`config.mk`:
```
export PLATFORM = sky130hd
export DESIGN_NAME = start_button_ctl
export DESIGN_NICKNAME = d
export VERILOG_FILES = /design/src/rtl/memory_game_pkg.sv /design/src/rtl/button_debouncer.sv /design/src/rtl/start_button_ctl.sv
export SDC_FILE = /design/constraint.sdc
export NUM_CORES = 1
export LEC_CHECK = 0
export BUFFER_PORTS_ARGS = -buffer_cell sky130_fd_sc_hd__buf_2
export CAP_MARGIN = 15
export CORE_MARGIN = 2
export CORE_UTILIZATION = 35
export CTS_CLUSTER_DIAMETER = 60
export DETAILED_ROUTE_END_ITERATION = 8
export REMOVE_ABC_BUFFERS = 1
export SLEW_MARGIN = 0
export SYNTH_ARGS = -nofsm -noshare
export SYNTH_HDL_FRONTEND = slang
export SYNTH_HIERARCHICAL = 1
export SYNTH_SLANG_ARGS = --single-unit
```
`constraint.sdc`:
```
create_clock -name clk -period 1.9 [get_ports clk]
set_input_delay 0.095 -clock clk [delete_from_list [all_inputs] [get_ports clk]]
set_output_delay 0.095 -clock clk [all_outputs]
set_load 0.02 [all_outputs]
```
`src/rtl/memory_game_pkg.sv`:
```
`default_nettype none
// ============================================================================
// Module      : memory_game_pkg
// Description : Shared constants for the memory game: coordinate width,
//               default start button geometry (also used by the renderer),
//               default debounce length and start button FSM encodings.
// Revision    : 1.0 - initial release
// ============================================================================
package memory_game_pkg;

    // Pointer coordinate width delivered by the mouse controller
    localparam int c_coord_w = 12;

    // Default on-screen start button rectangle, pixels
    localparam int c_start_btn_x = 412;
    localparam int c_start_btn_y = 334;
    localparam int c_start_btn_w = 200;
    localparam int c_start_btn_h = 100;

    // Default number of stable cycles before a button level change is accepted
    localparam int c_debounce_cycles = 65000;

    // Start button click FSM encodings
    localparam logic [1:0] IDLE         = 2'd0;
    localparam logic [1:0] ARMED        = 2'd1;
    localparam logic [1:0] WAIT_RELEASE = 2'd2;

endpackage
`default_nettype wire

```
`src/rtl/button_debouncer.sv`:
```
`default_nettype none
// ============================================================================
// Module      : button_debouncer
// Description : Two-flop synchroniser followed by a counter debouncer. The
//               debounced level flips only after the synchronised input has
//               disagreed with it for DEBOUNCE_CYCLES consecutive cycles plus
//               the flip cycle itself. Shared with the board pushbuttons.
// Revision    : 1.0 - initial release
// ============================================================================
module button_debouncer
    import memory_game_pkg::*;
#(
    parameter int DEBOUNCE_CYCLES = c_debounce_cycles
) (
    input  logic clk,
    input  logic rst,
    input  logic btn_raw,
    output logic btn_level
);

    localparam int c_cnt_w = $clog2(DEBOUNCE_CYCLES + 1);

    logic               r_sync1;
    logic               r_sync2;
    logic               r_level;
    logic [c_cnt_w-1:0] r_cnt;

    // Bring the asynchronous button into the clock domain
    always_ff @(posedge clk or negedge rst) begin
        if (!rst) begin
            r_sync1 <= 1'b0;
            r_sync2 <= 1'b0;
        end else begin
            r_sync1 <= btn_raw;
            r_sync2 <= r_sync1;
        end
    end

    // Count consecutive disagreeing cycles; flip the level once the run is long enough
    always_ff @(posedge clk or negedge rst) begin
        if (!rst) begin
            r_level <= 1'b0;
            r_cnt   <= '0;
        end else if (r_sync2 == r_level) begin
            r_cnt   <= '0;
        end else if (r_cnt == c_cnt_w'(DEBOUNCE_CYCLES)) begin
            r_level <= r_sync2;
            r_cnt   <= '0;
        end else begin
            r_cnt   <= r_cnt + c_cnt_w'(1);
        end
    end

    assign btn_level = r_level;

endmodule
`default_nettype wire

```
`src/rtl/start_button_ctl.sv`:
```
`default_nettype none
// ============================================================================
// Module      : start_button_ctl
// Description : Turns raw mouse activity into a one-cycle start button click.
//               A click needs both the debounced press and the debounced
//               release to land inside the button rectangle while the menu is
//               displayed (enable high). Optional hover output is built when
//               the macro START_BTN_HOVER_EN is defined; otherwise it is tied
//               low and its register is not generated.
// Revision    : 1.0 - initial release
// ============================================================================
module start_button_ctl
    import memory_game_pkg::*;
#(
    parameter int BTN_X           = c_start_btn_x,
    parameter int BTN_Y           = c_start_btn_y,
    parameter int BTN_W           = c_start_btn_w,
    parameter int BTN_H           = c_start_btn_h,
    parameter int DEBOUNCE_CYCLES = c_debounce_cycles
) (
    input  logic                 clk,
    input  logic                 rst,
    input  logic [c_coord_w-1:0] mouse_xpos,
    input  logic [c_coord_w-1:0] mouse_ypos,
    input  logic                 mouse_left,
    input  logic                 enable,
    output logic                 start_button_pressed,
    output logic                 hover
);

    // One extra bit so that edge + size never wraps
    localparam int c_pos_w = c_coord_w + 1;

    localparam logic [c_pos_w-1:0] c_x_lo = c_pos_w'(BTN_X);
    localparam logic [c_pos_w-1:0] c_x_hi = c_pos_w'(BTN_X + BTN_W);
    localparam logic [c_pos_w-1:0] c_y_lo = c_pos_w'(BTN_Y);
    localparam logic [c_pos_w-1:0] c_y_hi = c_pos_w'(BTN_Y + BTN_H);

    logic               w_btn_level;
    logic               r_level_d;
    logic               w_rise;
    logic               w_fall;
    logic               r_enable_d;
    logic               w_enable_rise;
    logic [c_pos_w-1:0] w_x;
    logic [c_pos_w-1:0] w_y;
    logic               w_inside_next;
    logic               r_inside;
    logic [1:0]         r_state;
    logic [1:0]         w_state_next;
    logic               w_pulse_next;
    logic               r_pulse;

    button_debouncer #(
        .DEBOUNCE_CYCLES (DEBOUNCE_CYCLES)
    ) u_debouncer (
        .clk       (clk),
        .rst       (rst),
        .btn_raw   (mouse_left),
        .btn_level (w_btn_level)
    );

    assign w_x           = {1'b0, mouse_xpos};
    assign w_y           = {1'b0, mouse_ypos};
    assign w_inside_next = (w_x >= c_x_lo) && (w_x < c_x_hi) &&
                           (w_y >= c_y_lo) && (w_y < c_y_hi);

    // Delayed copies used for edge detection, plus the registered hit test
    always_ff @(posedge clk or negedge rst) begin
        if (!rst) begin
            r_level_d  <= 1'b0;
            r_enable_d <= 1'b0;
            r_inside   <= 1'b0;
        end else begin
            r_level_d  <= w_btn_level;
            r_enable_d <= enable;
            r_inside   <= w_inside_next;
        end
    end

    assign w_rise        = w_btn_level  & ~r_level_d;
    assign w_fall        = ~w_btn_level & r_level_d;
    assign w_enable_rise = enable & ~r_enable_d;

    // FSM state register
    always_ff @(posedge clk or negedge rst) begin
        if (!rst) begin
            r_state <= IDLE;
        end else begin
            r_state <= w_state_next;
        end
    end

    // FSM next state: menu hidden wins, then a button already held when the menu appears
    always_comb begin
        w_state_next = r_state;
        if (!enable) begin
            w_state_next = IDLE;
        end else if (w_enable_rise && w_btn_level) begin
            w_state_next = WAIT_RELEASE;
        end else begin
            case (r_state)
                IDLE: begin
                    if (w_rise) begin
                        w_state_next = r_inside ? ARMED : WAIT_RELEASE;
                    end
                end
                ARMED: begin
                    if (w_fall) begin
                        w_state_next = IDLE;
                    end
                end
                WAIT_RELEASE: begin
                    if (w_fall) begin
                        w_state_next = IDLE;
                    end
                end
                default: begin
                    w_state_next = IDLE;
                end
            endcase
        end
    end

    // FSM output: click when an armed press is released inside the rectangle
    always_comb begin
        w_pulse_next = 1'b0;
        if (enable && (r_state == ARMED) && w_fall && r_inside) begin
            w_pulse_next = 1'b1;
        end
    end

    // Register the click pulse so the output is glitch free
    always_ff @(posedge clk or negedge rst) begin
        if (!rst) begin
            r_pulse <= 1'b0;
        end else begin
            r_pulse <= w_pulse_next;
        end
    end

    assign start_button_pressed = r_pulse;

`ifdef START_BTN_HOVER_EN
    logic r_hover;

    // Pointer over the button while the menu is shown
    always_ff @(posedge clk or negedge rst) begin
        if (!rst) begin
            r_hover <= 1'b0;
        end else begin
            r_hover <= r_inside && enable;
        end
    end

    assign hover = r_hover;
`else
    assign hover = 1'b0;
`endif

endmodule
`default_nettype wire
```
==> results of run 1 <==
repair_timing:
action	CTS	global route
endpoints found under the hold margin	27	0
hold buffers	3	0
buffers inserted	0	0
gates resized for setup	0	2
endpoints found under the setup margin	0	14
metal layers:
metal / global-route usage / part of all wire / vias to the layer above
met4: 0.04167 / 0 / 0
met1: 0.1436 / 0.45 / 509
met2: 0.2273 / 0.51 / 24
met3: 0.02215 / 0.045 / 0
met5: 0 / 0 / -
li1: - / - / 536
registers in the layout (all words and copies together), names as in the netlist:
register and flops:
r_inside 1, start_button_pressed 1, u_debouncer/r_sync1 1, u_debouncer/r_sync2 1, r_level_d 1, u_debouncer/r_cnt 16
u_debouncer/btn_level 1, r_enable_d 1, r_state 2
area by class of cell:
type / instances / share of cell area
tap: 48 / 0.03730
sequential: 25 / 0.3885
clock inverter: 1 / 0.005439
inverter: 9 / 0.02098
clock buffer: 3 / 0.02564
timing repair buffer: 31 / 0.1181
multi-input combinational: 97 / 0.4040
power by group through the flow:
stage,combinational [mW],clock (mW),sequential [mW]
after floorplan,0.0308,0,0.558
after global placement,0.0798,0,0.558
after detailed placement,0.0823,0,0.558
after CTS,0.0874,0.346,0.547
after global routing,0.0971,0.369,0.549
final,0.0851,0.328,0.547
critical path: stages (launching register included):
cell and delay, ps:
dfrtp_1 430, or4b_4 570, nor4_4 290, or2_1 180, buf_12 150, nor2_1 50
cell families (layout without fill, tap and decap cells):
| group | count (synthesis) | count (layout) |
|---|---|---|
| other | 1 | 1 |
| buffers and inverters | 12 | 44 |
| DFF | 25 | 25 |
| muxes | 1 | 1 |
| AOI/OAI and AO/OA | 14 | 14 |
| and+or+nand+nor | 62 | 62 |
| adders and majority gates | 4 | 4 |
| xor gates and xnor gates | 15 | 15 |
cell usage in the layout, fill, tap and decap left out, drive strengths merged, types with 2 or more instances in the layout:
cell type,netlist,final
nor2b,2,2
ha,4,4
o21ai,3,3
nand2,7,7
nor4b,2,2
clkbuf,0,3
dfrtp,25,25
a311oi,2,2
nor2,18,18
nor3,6,6
xor2,4,4
buf,3,28
nand3,8,8
inv,9,10
xnor2,11,11
dlygate4sd3,0,3
nand4,6,6
nor4,6,6
a21oi,3,3
worst max path at each step:
stage                         start               endpoint  slack, ps  cells past startpoint
6_report       u_debouncer/r_cnt[9]   u_debouncer/r_cnt[8]        110                      5
3_3_place_gp   u_debouncer/r_cnt[9]   u_debouncer/r_cnt[2]         90                      5
5_1_grt        u_debouncer/r_cnt[9]   u_debouncer/r_cnt[9]         30                      5
3_5_place_dp   u_debouncer/r_cnt[9]   u_debouncer/r_cnt[3]         70                      5
4_1_cts        u_debouncer/r_cnt[9]   u_debouncer/r_cnt[8]         60                      5
2_1_floorplan  u_debouncer/r_cnt[9]  u_debouncer/r_cnt[10]         90                      4
==> metrics.md, run 1 <==
| Metric | Value |
|---|---|
| Fin crit share | `0.9424` |
| Number of global-route vias before repair | `roughly 1100` |
| Reg2Reg Setup Slack | `110 ps` |
| TritonCTS clock tree | `done` |
| CP Max Fanout | `16` |
| Leakage power | `0.7016 nW` |
| Layout area overhead | `20.51%` |
| Slew headroom | `0.6373` |
| WP data arrival | `around 2000 ps` |
| WS Path Type | `flip-flop to flip-flop` |
| Post-route insts no fill | `214` |
| Mux cell area share after synthesis | `0.008427` |
| Crit Reg-Reg Endpoint | `u_debouncer/r_cnt[8]` |
| Ys Warns | `6` |
| Vias per inst | `between 4 and 5` |
| Adder-cell share of the synthesized area | `0.03745` |
| Die ar. | `between 4000 and 5000 um^2` |
| Grt ovf | `0` |
| Seq cells post-synth | `25` |
| Pwr/cell area | `around 600 nW/um^2` |
| Antenna violations before repair | `0` |
| DP Worst Slack | `72.53 ps` |
| Most frequent cells after synthesis | `dfrtp_1 (25), nor2_1 (16), xnor2_1 (11)` |
| Post-route DRC violation count | `0` |
| Synth Area per Inst | `between 9 and 10 um^2` |
| Via count | `about 1100` |
| Slew Limit Fails | `0` |
| Run status | `finished, final reports clean` |
| Pre-antenna DRT Iters | `4` |
| Die Y | `65.79 um` |
| Storage cell area | `around 630 um^2` |
| Antenna Nets Post-Route | `0` |
| Placed inst area | `around 1500 um^2` |
| Final HPWL DP | `around 1800 um` |
| GPL Wtd Cong | `around 0.80` |
| Initial DRC count | `30` |
| Count leader, synth | `dfrtp_1` |
| CTS Buffer Depth | `2` |
| PnR Total Power | `~0.96 mW` |
| Row count | `22` |
| Routed wire length per instance | `between 10 and 15 um` |
| CTS Buf Count | `3` |
| Post-Place Cells | `207` |
| VDD IR max | `~0.29 mV` |
| Post-synth top area cell | `dfrtp_1` |
| Hold Path Class | `input pin to flip-flop` |
| Crit end category | `flip-flop` |
| Starting Density | `0.3650` |
| # clock sinks | `25` |
| Setup WS post-layout | `109.4 ps` |
| Max cap viols | `0` |
| Compound-cell area share of the yosys netlist | `0.07491` |
| Post-Synth XOR/XNOR Area | `0.09831` |
| Min cycle time layout | `about 1800 ps` |
| Ys async rst share | `1.000` |
| I/O Pins | `30` |
| Primary FF master, synth | `dfrtp_1` |
| Largest family of logic cells by synthesized area | `simple AND/OR/NAND/NOR gates` |
| Startpoint Class | `flip-flop` |
| Reg clk slew, reported paths | `around 90 ps` |
| Combinational power share | `0.089` |
| P_int | `approximately 0.74 mW` |
| Worst Hold Endpoint | `r_inside` |
| Seq/Total Area, Yosys | `0.4682` |
| Largest net degree at the start of global routing | `26` |
| H-tree depth | `1` |
| Hold Fails Final Rpt | `0` |
| Worst Path Required | `around 2000 ps` |
| Clock skew | `6.347 ps` |
| Fin Setup TNS | `0 ps` |
| Layout Utilization | `0.4399` |
| Fill cells | `between 300 and 400` |
| Flop pwr share | `0.570` |
| Unrepaired setup endpoints after global routing | `false` |
| Mapped Cells | `~130` |
| Fmax | `roughly 560 MHz` |
| Footprint of the multi-input gates | `roughly 650 um^2` |
| Clock latency on the worst-skew pair | `~270 ps` |
| Yosys cell types | `38` |
| Final WL | `approximately 2400 um` |
| Net Sw Frac | `0.2343` |
| # nets final | `199` |
| Design area | `around 1600 um^2` |
| CTS root buf | `clkbuf_8` |
| P_sw | `approximately 0.23 mW` |
| Area contributors post-synth | `dfrtp_1 (47%), xnor2_1 (7.2%), nor2_1 (4.5%)` |
| Simple-gate share of the synthesized area | `0.2556` |
| Fin Hold WS | `64.22 ps` |
| GR Util All Layers | `0.1238` |
| EDFF count, synth | `0` |
| First-pass GRT wire length | `about 4300 um` |
| Core area | `3661 um^2` |
| Hold path start | `mouse_ypos[6]` |
| Mapped Area | `roughly 1300 um^2` |
| Reg2Reg Depth | `5` |
| Measured slew at the worst slew-check pin | `roughly 540 ps` |
| Final setup violation count | `0` |
| Chip width | `roughly 66 um` |
| Post-synth top area share | `0.4682` |
| Worst R2R Start | `u_debouncer/r_cnt[9]` |
| Inserted Diodes | `0` |
| WHS Path Cells | `3` |
| Clock share of power | `0.342` |
| Share of cells above drive strength 1 | `0.2349` |
| PortBufs | `25` |
Power figures use the tool's default switching activity.
==> inputs of run 2 (changes only) <==
CELL_PAD_IN_SITES_DETAIL_PLACEMENT = 2   (was not set)
CELL_PAD_IN_SITES_GLOBAL_PLACEMENT = 2   (was not set)
CORE_UTILIZATION = 32   (was 35)
CTS_CLUSTER_DIAMETER = not set   (was 60)
PLACE_DENSITY_LB_ADDON = 0.1   (was not set)
==> metrics.md, run 2 (synthesis results as in run 1) <==
| Metric | Value |
|---|---|
| VDD IR max | `0.3070 mV` |
| PnR Total Power | `approximately 0.97 mW` |
| Fin Hold WS | `58.86 ps` |
| Final WL | `~3400 um` |
| Fin Setup TNS | `0 ps` |
| Fmax | `around 560 MHz` |
| DR top layer | `met4` |
| Unrepaired setup endpoints after global routing | `false` |
| Post-route DRC violation count | `0` |
| Placed inst area | `between 1500 and 2000 um^2` |
| Via count | `between 1000 and 1500` |
| Min cycle time layout | `roughly 1800 ps` |
| Measured slew at the worst slew-check pin | `about 600 ps` |
| Most frequent cells in the layout | `buf_2 (25), dfrtp_1 (25), nor2_1 (16)` |
| Slew headroom | `0.6035` |
| Final setup violation count | `0` |
| Hold Fails Final Rpt | `0` |
| Initial DRC count | `37` |
| # clock sinks | `25` |
| TritonCTS clock tree | `done` |
| Max reg flops | `16` |
| Max cap viols | `0` |
| Clock latency on the worst-skew pair | `280 ps` |
| Reg clk slew, reported paths | `90 ps` |
| Fin crit share | `0.9445` |
| Reg2Reg Setup Slack | `between 100 and 150 ps` |
| I/O Pins | `30` |
| # nets final | `202` |
| CTS root buf | `clkbuf_8` |
| Chip width | `approximately 70 um` |
| Run status | `finished, final reports clean` |
| Setup WS post-layout | `~110 ps` |
| GR Util All Layers | `0.1674` |
| Layout area overhead | `21.07%` |
| Largest net degree at the start of global routing | `26` |
| WL met2 | `between 1500 and 2000 um` |
| H-tree depth | `1` |
| Grt ovf | `0` |
| DR WL met3 | `98 um` |
| Antenna Nets Post-Route | `0` |
| Pre-antenna DRT Iters | `2` |
| Register name with the most flops | `u_debouncer/r_cnt` |
| WS Path Type | `flip-flop to flip-flop` |
| Pwr/cell area | `roughly 600 nW/um^2` |
| Crit end category | `flip-flop` |
| Core area | `~4000 um^2` |
| Top flop regs | `u_debouncer/r_cnt: 16 flops, r_state: 2 flops` |
| M1 wire length | `1513 um` |
| DP Worst Slack | `roughly 31 ps` |
| Row count | `23` |
| CP Max Fanout | `9` |
| Starting Density | `0.3341` |
| Design area | `around 1600 um^2` |
| CTS Buf Count | `3` |
| Die Y | `between 60 and 70 um` |
| Clock skew | `approximately 2.7 ps` |
| Leakage power | `a little over 0.7 nW` |
| Vias per inst | `approximately 5.0` |
| Slew Limit Fails | `0` |
| Die ar. | `4709 um^2` |
| Number of global-route vias before repair | `1241` |
| Final HPWL DP | `~2600 um` |
| Startpoint Class | `flip-flop` |
| Routed wire length per instance | `approximately 15 um` |
| GPL Wtd Cong | `about 0.71` |
| Worst Path Required | `2070 ps` |
| CTS Buffer Depth | `2` |
| Antenna violations before repair | `0` |
| Hold Path Class | `input pin to flip-flop` |
| PortBufs | `25` |
| Share of cells above drive strength 1 | `0.2426` |
| WP data arrival | `about 2000 ps` |
| First-pass GRT wire length | `a little under 6000 um` |
| Inserted Diodes | `0` |
[run 2: per-layer routing]
metal / GRT usage / vias up
met4: 0.06750 / 0
met5: 0 / -
met3: 0.02760 / 5
li1: - / 536
met2: 0.2885 / 21
met1: 0.2065 / 537
[run 2: power breakdown]
part           total (mW)  internal, mW  switching (mW)
clock network       0.335         0.151           0.184
logic              0.0880        0.0408          0.0472
registers           0.548         0.540         0.00830
[run 2: final cells by class]
type,count,area [um^2]
clock buffers,4,45.04
fillers,449,2382
inverters,9,33.78
multi-input cells,97,650.6
flip-flops and latches,25,625.6
well taps,50,62.56
repair buffers,34,200.2
[run 2: path summary, 6_finish.rpt]
| path | startpoint | depth (start not counted) | endpoint |
|---|---|---|---|
| min in group asynchronous | rst | 2 | r_state[0] |
| min reg2reg | u_debouncer/r_sync1 | 0 | u_debouncer/r_sync2 |
| max | u_debouncer/r_cnt[9] | 5 | u_debouncer/r_cnt[6] |
| max in group asynchronous | rst | 2 | u_debouncer/r_sync1 |
| max reg2reg | u_debouncer/r_cnt[9] | 5 | u_debouncer/r_cnt[6] |
| min | mouse_ypos[6] | 3 | r_inside |
[run 2: stage by stage]
step,std cells,utilization
after global placement,210,0.3788
after floorplan,131,-
after global routing,219,0.4044
after detailed placement,210,0.3788
final,219,0.4044
after CTS,217,0.3998
[run 2: critical path: stages, from the launching register on]
cell     delay, ps
dfrtp_1        420
or4b_4         570
nor4_4         300
or2_1          170
buf_4          170
nor2_1          60
[run 2: timing repair]
action                                  4_1_cts  5_1_grt
buffers inserted                              0        2
hold buffers                                  3        0
endpoints found under the setup margin        1       16
endpoints found under the hold margin        27        0
resized for setup                             1        1
